<file path="config.mk">
export PLATFORM = sky130hd
export DESIGN_NAME = fft_cmul_twiddle_pipe_flat
export DESIGN_NICKNAME = d
export VERILOG_FILES = /design/src/rtl/fft_cmul_twiddle_pipe_if.sv /design/src/rtl/fft_cmul_twiddle_pipe.sv /design/src/flat_wrapper.sv
export SDC_FILE = /design/constraint.sdc
export NUM_CORES = 2
export LEC_CHECK = 0
export BUFFER_PORTS_ARGS = -buffer_cell sky130_fd_sc_hd__buf_2
export CAP_MARGIN = 0
export CORE_UTILIZATION = 40
export DETAILED_ROUTE_END_ITERATION = 10
export SYNTH_ARGS = -nofsm -noshare
export SYNTH_HDL_FRONTEND = slang
export SYNTH_SLANG_ARGS = --single-unit
</file>
<file path="constraint.sdc">
create_clock -name clk -period 7.35 [get_ports clk]
set_input_delay 0.735 -clock clk [delete_from_list [all_inputs] [get_ports clk]]
set_output_delay 0.735 -clock clk [all_outputs]
set_load 0.02 [all_outputs]
</file>
<file path="src/rtl/fft_cmul_twiddle_pipe_if.sv">
// Sample/twiddle bundle into the complex multiplier and result bundle out of it.
// master drives samples and ce; slave is the multiplier.
interface fft_cmul_twiddle_pipe_if #(
  parameter int DIN_W  = 20,
  parameter int TW_W   = 16,
  parameter int DOUT_W = 20
);
  logic                     ce;
  logic                     in_valid;
  logic                     conj;
  logic signed [DIN_W-1:0]  x_re;
  logic signed [DIN_W-1:0]  x_im;
  logic signed [TW_W-1:0]   w_re;
  logic signed [TW_W-1:0]   w_im;
  logic                     out_valid;
  logic signed [DOUT_W-1:0] y_re;
  logic signed [DOUT_W-1:0] y_im;
  logic                     ovf;

  modport master (
    output ce, in_valid, conj, x_re, x_im, w_re, w_im,
    input  out_valid, y_re, y_im, ovf
  );

  modport slave (
    input  ce, in_valid, conj, x_re, x_im, w_re, w_im,
    output out_valid, y_re, y_im, ovf
  );
endinterface

</file>
<file path="src/rtl/fft_cmul_twiddle_pipe.sv">
// Pipelined twiddle multiplier y = x*w or x*conj(w), half-up rounding and saturation; latency 4+EXTRA_STAGES ce cycles.
// No backpressure: ce=0 freezes every stage and any input offered during ce=0 is ignored.
module fft_cmul_twiddle_pipe #(
  parameter int DIN_W        = 20,
  parameter int TW_W         = 16,
  parameter int DOUT_W       = 20,
  parameter int SHIFT        = 15,
  parameter int EXTRA_STAGES = 0
) (
  input logic                    clk,
  input logic                    rst_n,
  fft_cmul_twiddle_pipe_if.slave bus
);
  localparam int PW = DIN_W + TW_W + 1;
  localparam int P  = PW + 1;
  localparam int RW = P + 1;
  localparam logic signed [RW-1:0] RND = {{(RW-1){1'b0}}, 1'b1} <<< (SHIFT - 1);

  generate
    if (SHIFT < 1 || SHIFT > DIN_W + TW_W - 1) begin : g_bad_shift
      $error("fft_cmul_twiddle_pipe: SHIFT out of range");
    end
    if (EXTRA_STAGES < 0 || EXTRA_STAGES > 4) begin : g_bad_extra
      $error("fft_cmul_twiddle_pipe: EXTRA_STAGES out of range");
    end
    if (DOUT_W < 2 || DOUT_W > P) begin : g_bad_dout
      $error("fft_cmul_twiddle_pipe: DOUT_W out of range");
    end
  endgenerate

  // Returns {sat_flag, clamped value}.
  function automatic logic [DOUT_W:0] sat(input logic signed [RW-1:0] r);
    logic [RW-DOUT_W:0] hi;
    hi = r[RW-1:DOUT_W-1];
    if (&hi || ~|hi)   sat = {1'b0, r[DOUT_W-1:0]};
    else if (r[RW-1])  sat = {1'b1, 1'b1, {(DOUT_W-1){1'b0}}};
    else               sat = {1'b1, 1'b0, {(DOUT_W-1){1'b1}}};
  endfunction

  logic                    v1_q, v2_q, v3_q, v4_q;
  logic signed [DIN_W-1:0] xr1_q, xi1_q;
  logic signed [TW_W-1:0]  wr1_q;
  logic signed [TW_W:0]    wi_ext, wi1_d, wi1_q;
  logic signed [PW-1:0]    xr_e, xi_e, wr_e, wi_e;
  logic signed [PW-1:0]    pr_d, pi_d, qr_d, qi_d;
  logic signed [PW-1:0]    pr_q, pi_q, qr_q, qi_q;
  logic signed [P-1:0]     re3_d, im3_d, re3_q, im3_q;
  logic signed [RW-1:0]    rre, rim;
  logic [DOUT_W:0]         sre, sim;
  logic [DOUT_W-1:0]       yr4_q, yi4_q;
  logic                    ovf4_q;

  // One extra bit so that negating the most negative twiddle is exact.
  assign wi_ext = (TW_W+1)'(bus.w_im);
  assign wi1_d  = bus.conj ? -wi_ext : wi_ext;

  assign xr_e = PW'(xr1_q);
  assign xi_e = PW'(xi1_q);
  assign wr_e = PW'(wr1_q);
  assign wi_e = PW'(wi1_q);
  assign pr_d = xr_e * wr_e;
  assign pi_d = xi_e * wi_e;
  assign qr_d = xr_e * wi_e;
  assign qi_d = xi_e * wr_e;

  assign re3_d = P'(pr_q) - P'(pi_q);
  assign im3_d = P'(qr_q) + P'(qi_q);

  assign rre = (RW'(re3_q) + RND) >>> SHIFT;
  assign rim = (RW'(im3_q) + RND) >>> SHIFT;
  assign sre = sat(rre);
  assign sim = sat(rim);

  always_ff @(posedge clk or negedge rst_n) begin
    if (!rst_n) begin
      v1_q <= 1'b0; v2_q <= 1'b0; v3_q <= 1'b0; v4_q <= 1'b0;
      xr1_q <= '0; xi1_q <= '0; wr1_q <= '0; wi1_q <= '0;
      pr_q <= '0; pi_q <= '0; qr_q <= '0; qi_q <= '0;
      re3_q <= '0; im3_q <= '0;
      yr4_q <= '0; yi4_q <= '0; ovf4_q <= 1'b0;
    end else if (bus.ce) begin
      v1_q   <= bus.in_valid;
      xr1_q  <= bus.x_re;
      xi1_q  <= bus.x_im;
      wr1_q  <= bus.w_re;
      wi1_q  <= wi1_d;
      v2_q   <= v1_q;
      pr_q   <= pr_d;
      pi_q   <= pi_d;
      qr_q   <= qr_d;
      qi_q   <= qi_d;
      v3_q   <= v2_q;
      re3_q  <= re3_d;
      im3_q  <= im3_d;
      v4_q   <= v3_q;
      yr4_q  <= sre[DOUT_W-1:0];
      yi4_q  <= sim[DOUT_W-1:0];
      ovf4_q <= sre[DOUT_W] | sim[DOUT_W];
    end
  end

  generate
    if (EXTRA_STAGES == 0) begin : g_no_extra
      assign bus.out_valid = v4_q;
      assign bus.y_re      = $signed(yr4_q);
      assign bus.y_im      = $signed(yi4_q);
      assign bus.ovf       = ovf4_q;
    end else begin : g_extra
      logic [EXTRA_STAGES-1:0]             ve_q, ovfe_q;
      logic [EXTRA_STAGES-1:0][DOUT_W-1:0] yre_q, yie_q;

      always_ff @(posedge clk or negedge rst_n) begin
        if (!rst_n) begin
          ve_q   <= '0;
          ovfe_q <= '0;
          yre_q  <= '0;
          yie_q  <= '0;
        end else if (bus.ce) begin
          ve_q[0]   <= v4_q;
          ovfe_q[0] <= ovf4_q;
          yre_q[0]  <= yr4_q;
          yie_q[0]  <= yi4_q;
          for (int i = 1; i < EXTRA_STAGES; i++) begin
            ve_q[i]   <= ve_q[i-1];
            ovfe_q[i] <= ovfe_q[i-1];
            yre_q[i]  <= yre_q[i-1];
            yie_q[i]  <= yie_q[i-1];
          end
        end
      end

      assign bus.out_valid = ve_q[EXTRA_STAGES-1];
      assign bus.y_re      = $signed(yre_q[EXTRA_STAGES-1]);
      assign bus.y_im      = $signed(yie_q[EXTRA_STAGES-1]);
      assign bus.ovf       = ovfe_q[EXTRA_STAGES-1];
    end
  endgenerate
endmodule

</file>
<file path="src/flat_wrapper.sv">
// flat-port wrapper written by rule: the top's interface ports become plain ports
module fft_cmul_twiddle_pipe_flat 
#(
  parameter int DIN_W        = 20,
  parameter int TW_W         = 16,
  parameter int DOUT_W       = 20,
  parameter int SHIFT        = 15,
  parameter int EXTRA_STAGES = 0
)
  (clk, rst_n, bus_ce, bus_in_valid, bus_conj, bus_x_re, bus_x_im, bus_w_re, bus_w_im, bus_out_valid, bus_y_re, bus_y_im, bus_ovf);
  fft_cmul_twiddle_pipe_if #(.DIN_W(DIN_W), .TW_W(TW_W), .DOUT_W(DOUT_W)) bus_i ();
  input logic clk;
  input logic rst_n;
  input wire logic [$bits(bus_i.ce)-1:0] bus_ce;
  input wire logic [$bits(bus_i.in_valid)-1:0] bus_in_valid;
  input wire logic [$bits(bus_i.conj)-1:0] bus_conj;
  input wire logic [$bits(bus_i.x_re)-1:0] bus_x_re;
  input wire logic [$bits(bus_i.x_im)-1:0] bus_x_im;
  input wire logic [$bits(bus_i.w_re)-1:0] bus_w_re;
  input wire logic [$bits(bus_i.w_im)-1:0] bus_w_im;
  output wire logic [$bits(bus_i.out_valid)-1:0] bus_out_valid;
  output wire logic [$bits(bus_i.y_re)-1:0] bus_y_re;
  output wire logic [$bits(bus_i.y_im)-1:0] bus_y_im;
  output wire logic [$bits(bus_i.ovf)-1:0] bus_ovf;
  assign bus_i.ce = bus_ce;
  assign bus_i.in_valid = bus_in_valid;
  assign bus_i.conj = bus_conj;
  assign bus_i.x_re = bus_x_re;
  assign bus_i.x_im = bus_x_im;
  assign bus_i.w_re = bus_w_re;
  assign bus_i.w_im = bus_w_im;
  assign bus_out_valid = bus_i.out_valid;
  assign bus_y_re = bus_i.y_re;
  assign bus_y_im = bus_i.y_im;
  assign bus_ovf = bus_i.ovf;
  fft_cmul_twiddle_pipe #(.DIN_W(DIN_W), .TW_W(TW_W), .DOUT_W(DOUT_W), .SHIFT(SHIFT), .EXTRA_STAGES(EXTRA_STAGES)) u_core (.clk(clk), .rst_n(rst_n), .bus(bus_i));
endmodule
</file>
Word level (Yosys, flattened, before mapping) --
Cells that the tools add are included.
Storage, ports and cells: input bits 77, output and inout bits 42, register bits after elaboration 340, word-level logic and storage cells 40
Cells by class: add/subtract/negate cells 5, mux-type cells 5, bitwise operators 1, multiply operators 4, reductions and logical operators 8
Operator list (count):
- adder 38 x 16 -> 39 bit (second input constant) | 2
- multiplier 20 x 17 -> 37 bit | 2
- multiplier 20 x 16 -> 36 bit | 2
- two-way mux 21 bit | 2
- two-way mux 20 bit | 2
- adder 37 x 36 -> 38 bit | 1
- subtractor 36 x 37 -> 38 bit | 1
- two-way mux 17 bit | 1
- negation 16 -> 17 bit | 1
- AND reduction 5 bit | 2
- OR reduction 5 bit | 2
- zero test 1 bit | 2
- logical OR 1 bit | 2
- bitwise OR 1 bit | 1

Depth between registers and ports, before layout --
depth after elaboration 6, mapped depth 26, mapped depth without buffers 25

Least setup slack after synthesis --
OpenSTA, ideal clock, no wires.
path type flip-flop to flip-flop, start reg u_core.xr1_q[19], end reg, netlist name u_core.pr_q[35], slack 1.057 ns, period minus slack after synthesis 6.293 ns, arrival time 6.156 ns, data required time 7.213 ns, stages on the path, launching flop included 24, path buffers 2, cells stage by stage dfrtp_1 > clkbuf_1 > clkbuf_1 > nand2_1 > inv_1 > fa_1 > fa_1 > fa_1 > fa_1 > fa_1 > inv_1 > fa_1 > inv_1 > ha_1 > a21o_1 > a21o_1 > a21oi_1 > nand4b_1 > o211a_1 > a41o_1 > a2111oi_0 > o21bai_1 > xnor2_1 > a21oi_1
Between the ends: cells in the longest elaborated chain, start to end 1
Ends and longest elaborated chain:
- from (decl) | RTL line fft_cmul_twiddle_pipe.sv:41 | logic signed [DIN_W-1:0] xr1_q, xi1_q;
- from (signal assigned) | RTL line fft_cmul_twiddle_pipe.sv:83 | xr1_q <= bus.x_re;
- multiplier 20 x 16 -> 36 bit | RTL line fft_cmul_twiddle_pipe.sv:61 | assign pr_d = xr_e * wr_e;
No other way between the ends. A chain may end at the register's enable or synchronous reset.

Worst setup path after layout --
start reg u_core.wi1_q[1], end reg u_core.pi_q[36]
Between the ends: cells in the longest elaborated chain, start to end 1
Ends and longest elaborated chain:
- from (decl) | RTL line fft_cmul_twiddle_pipe.sv:43 | logic signed [TW_W:0] wi_ext, wi1_d, wi1_q;
- from (signal assigned) | RTL line fft_cmul_twiddle_pipe.sv:86 | wi1_q <= wi1_d;
- multiplier 20 x 17 -> 37 bit | RTL line fft_cmul_twiddle_pipe.sv:62 | assign pi_d = xi_e * wi_e;
- to (signal assigned) | RTL line fft_cmul_twiddle_pipe.sv:89 | pi_q <= pi_d;
- to (decl) | RTL line fft_cmul_twiddle_pipe.sv:46 | logic signed [PW-1:0] pr_q, pi_q, qr_q, qi_q;
No other way between the ends.

==> flow_summary.json <==
{
  "die_area_mm2": 0.160,
  "layout_min_cycle_time_ns": 7.03,
  "reg2reg_to": "u_core.pi_q[36]$_DFFE_PN0P_",
  "drtIter0Drc": 3011,
  "syn-instance-count": 6670,
  "synth_edf_count": 0,
  "start_util_pct": 40.4,
  "synthAdderAreaFrac_pct": 50.4,
  "grt_pass1_vias": 49381,
  "crit_required_ns": 7.84,
  "gp_congestion": 0.893,
  "crit_fanout": 19,
  "maxCapViolations": 0,
  "viasPerCell": 5.09,
  "cts_resized": 1,
  "mappedNetlistArea_mm2": 0.0633,
  "worst-setup-path-type": "reg -> reg",
  "top_usage_layer": "met2",
  "drv_slew": 0,
  "dpl.hpwl_mm": 138,
  "period_share_pct": 95.7,
  "pin_count": 119,
  "clk_root_buffer_cell": "clkbuf_16",
  "yosysTopAreaCell": "fa_1",
  "fill_cells": 15185,
  "end_kind": "flop",
  "htreeDepth": 2,
  "slew_headroom_pct": 27.3,
  "tns_ns": 0,
  "muxShareOfSynthArea_pct": 3.29,
  "cts_tree": "yes",
  "met3_usage_pct": 2.34,
  "crit_arrival_ns": 7.52,
  "hp-class": "in -> async",
  "post_cts_buffers": 0,
  "synth_fp_nets": 8502,
  "synth_top_family_by_area": "adder cells",
  "fmax_mhz": 142,
  "gr-usage-met2_pct": 37.6,
  "reg2reg_depth": 20,
  "hold_viol": 0,
  "grt_usage_pct": 23.0,
  "syn_area_per_cell_um2": 9.48,
  "die_y_um": 400,
  "synth_seq_cells": 312,
  "layout-drive-gt1-share_pct": 8.89,
  "finalSetupViolations": 0,
  "rows": 145,
  "start_kind": "flop",
  "synth_flop_cell": "dfrtp_1",
  "final_antenna_net_count": 0,
  "seq_area_frac_synth_pct": 12.3,
  "dieWidth_um": 400,
  "seq_area_mm2": 0.00782,
  "clockBufferDepth": 3,
  "vias": 44955,
  "globalRouteOverflowTotal": 0,
  "final_nets": 8568,
  "post-route-drc-count": 0,
  "syn_to_final_growth_pct": 9.11,
  "core_area_mm2": 0.157,
  "dr.pass1.iters": 6,
  "cts.sinks": 312,
  "path_clk_slew_ns": 0.06,
  "grt_max_degree": 153,
  "clock_latency_ns": 0.65,
  "drt-total-wl_mm": 174,
  "cts_buffers": 46,
  "skew_ns": 0.0339,
  "yosysWarnings": 0,
  "rsz0062_at_grt": "false",
  "synth_area_leaders": "fa_1 (42%), dfrtp_1 (12%), ha_1 (8.6%)",
  "grtUsageMet1_pct": 30.8,
  "antenna_found_initial": 9,
  "synth_top_area_share_pct": 41.7,
  "wl_per_cell_um": 19.7,
  "synthArstFlopShare_pct": 100,
  "tightestPinTransition_ns": 1.09,
  "reg2reg_from": "u_core.wi1_q[1]$_DFFE_PN0P_",
  "grt_pass1_wl_mm": 282,
  "synth.distinct_cells": 74,
  "outcome": "complete, no violations",
  "synth-simple-area-share_pct": 14.0,
  "synth-compound-area-share_pct": 6.29,
  "io_buffers": 118,
  "synth_xor_area_share_pct": 3.32,
  "multi_input_area_mm2": 0.0489,
  "ff2ff_setup_slack_ns": 0.32,
  "ctsHoldBuffers": 0
}
-- per-layer routing --
layer | part of all wire (%) | routed length (um)
met1 | 42 | 73600
met2 | 47 | 81300
met3 | 5.6 | 9660
met4 | 5.4 | 9370
met5 | 0 | 0
-- worst max-delay path, cell delays in order, from the launching register on --
cell,delay [ns]
dfrtp_1,0.90
and2_1,0.24
ha_1,0.34
fa_1,0.86
inv_1,0.33
fa_1,0.56
inv_1,0.06
fa_1,0.52
inv_1,0.05
fa_1,0.47
inv_1,0.04
ha_1,0.34
a21o_1,0.18
a21o_1,0.17
a21oi_1,0.35
a21boi_1,0.43
a21oi_1,0.19
or3_1,0.41
a31o_1,0.22
xor2_1,0.14
mux2i_1,0.09
-- cell usage after synthesis, types with 34 or more instances --
library cell,number
o21ai_0,94
mux2_2,176
a21o_1,80
a21oi_1,173
dfrtp_1,312
o21ai_1,39
xnor2_1,159
ha_1,437
clkbuf_1,307
xor2_1,81
nand2_1,732
nand2b_1,34
nand3_1,48
nor2_1,215
fa_1,1318
inv_1,1445
and2_1,633
-- worst max-delay path by stage --
stage                                       from                          end  slack [ns]
finish               u_core.wi1_q[1]$_DFFE_PN0P_  u_core.pi_q[36]$_DFFE_PN0P_        0.32
global route         u_core.wi1_q[1]$_DFFE_PN0P_  u_core.pi_q[36]$_DFFE_PN0P_        0.03
CTS                 u_core.xr1_q[13]$_DFFE_PN0P_  u_core.pr_q[35]$_DFFE_PN0P_        0.13
detailed placement  u_core.xr1_q[13]$_DFFE_PN0P_  u_core.pr_q[35]$_DFFE_PN0P_       0.009
global placement    u_core.xr1_q[13]$_DFFE_PN0P_  u_core.pr_q[35]$_DFFE_PN0P_        0.09
floorplan           u_core.xr1_q[19]$_DFFE_PN0P_  u_core.pr_q[35]$_DFFE_PN0P_        1.06
-- layout make-up --
type                       count  share of cell area, %
antenna                        5                 0.0181
clock buffer                  59                   1.83
clock inverter                25                  0.499
inverter                    1448                   7.87
multi-input combinational   4598                   70.8
sequential                   312                   11.3
tap                         2058                   3.73
timing repair buffer         330                   3.93
-- registers in the layout, summed over array words and instances (netlist names), 16 cells and up --
register	flops
u_core.pi_q	37
u_core.qr_q	37
u_core.pr_q	36
u_core.qi_q	36
u_core.im3_q	24
u_core.re3_q	24
u_core.bus.y_im	20
u_core.bus.y_re	20
u_core.xi1_q	20
u_core.xr1_q	20
u_core.wi1_q	17
u_core.wr1_q	16
-- cell usage in the layout (no fill, tap or decap), types with 10 or more instances in the layout --
cell type | synthesis | layout
inv_1 | 1445 | 1445
fa_1 | 1318 | 1318
nand2_1 | 732 | 732
and2_1 | 633 | 633
ha_1 | 437 | 437
dfrtp_1 | 312 | 304
nor2_1 | 215 | 215
mux2_2 | 176 | 176
a21oi_1 | 173 | 173
buf_4 | 0 | 171
xnor2_1 | 159 | 159
buf_2 | 1 | 116
o21ai_0 | 94 | 93
xor2_1 | 81 | 81
a21o_1 | 80 | 80
nand3_1 | 48 | 48
clkbuf_16 | 0 | 47
buf_12 | 0 | 41
o21ai_1 | 39 | 39
nand2b_1 | 34 | 34
o21a_1 | 30 | 30
nor3_1 | 28 | 28
o21bai_1 | 27 | 27
o22ai_1 | 26 | 26
a211oi_1 | 24 | 24
and3_1 | 21 | 21
nand4_1 | 19 | 19
o22a_1 | 19 | 19
nor2b_1 | 16 | 16
o31ai_1 | 15 | 15
or3_1 | 15 | 15
a31oi_1 | 12 | 11
o211ai_1 | 10 | 10
mux2i_1 | 10 | 10
-- cell families (layout without fill, tap and decap cells) --
logic type | after synthesis | in the layout
simple gates | 1797 | 1797
mux | 186 | 186
fa+ha+maj | 1755 | 1755
other cells | 0 | 5
buf+inv | 1760 | 1862
xor+xnor | 240 | 240
flops | 312 | 312
compound gates | 620 | 620
-- per-stage QoR --
| stage | instances | hold WS [ns] | setup WS (ns) | cell area, um2 | util, % |
|---|---|---|---|---|---|
| 5_1_grt | 8832 | 0.131 | 0.0263 | 69000 | 44.1 |
| 3_5_place_dp | 8746 | 0.482 | 0.00899 | 67400 | 43.0 |
| 4_1_cts | 8830 | 0.107 | 0.129 | 69000 | 44.1 |
| 3_3_place_gp | 8746 | 0.471 | 0.0921 | 67400 | 43.0 |
| 2_1_floorplan | 6670 | 0.439 | 1.06 | 63300 | - |
| 6_report | 8835 | 0.0791 | 0.320 | 69000 | 44.1 |
Power is left out: the tool's default activity adds up to more than one toggle a clock period on the data nets, which glitch-free logic cannot reach.
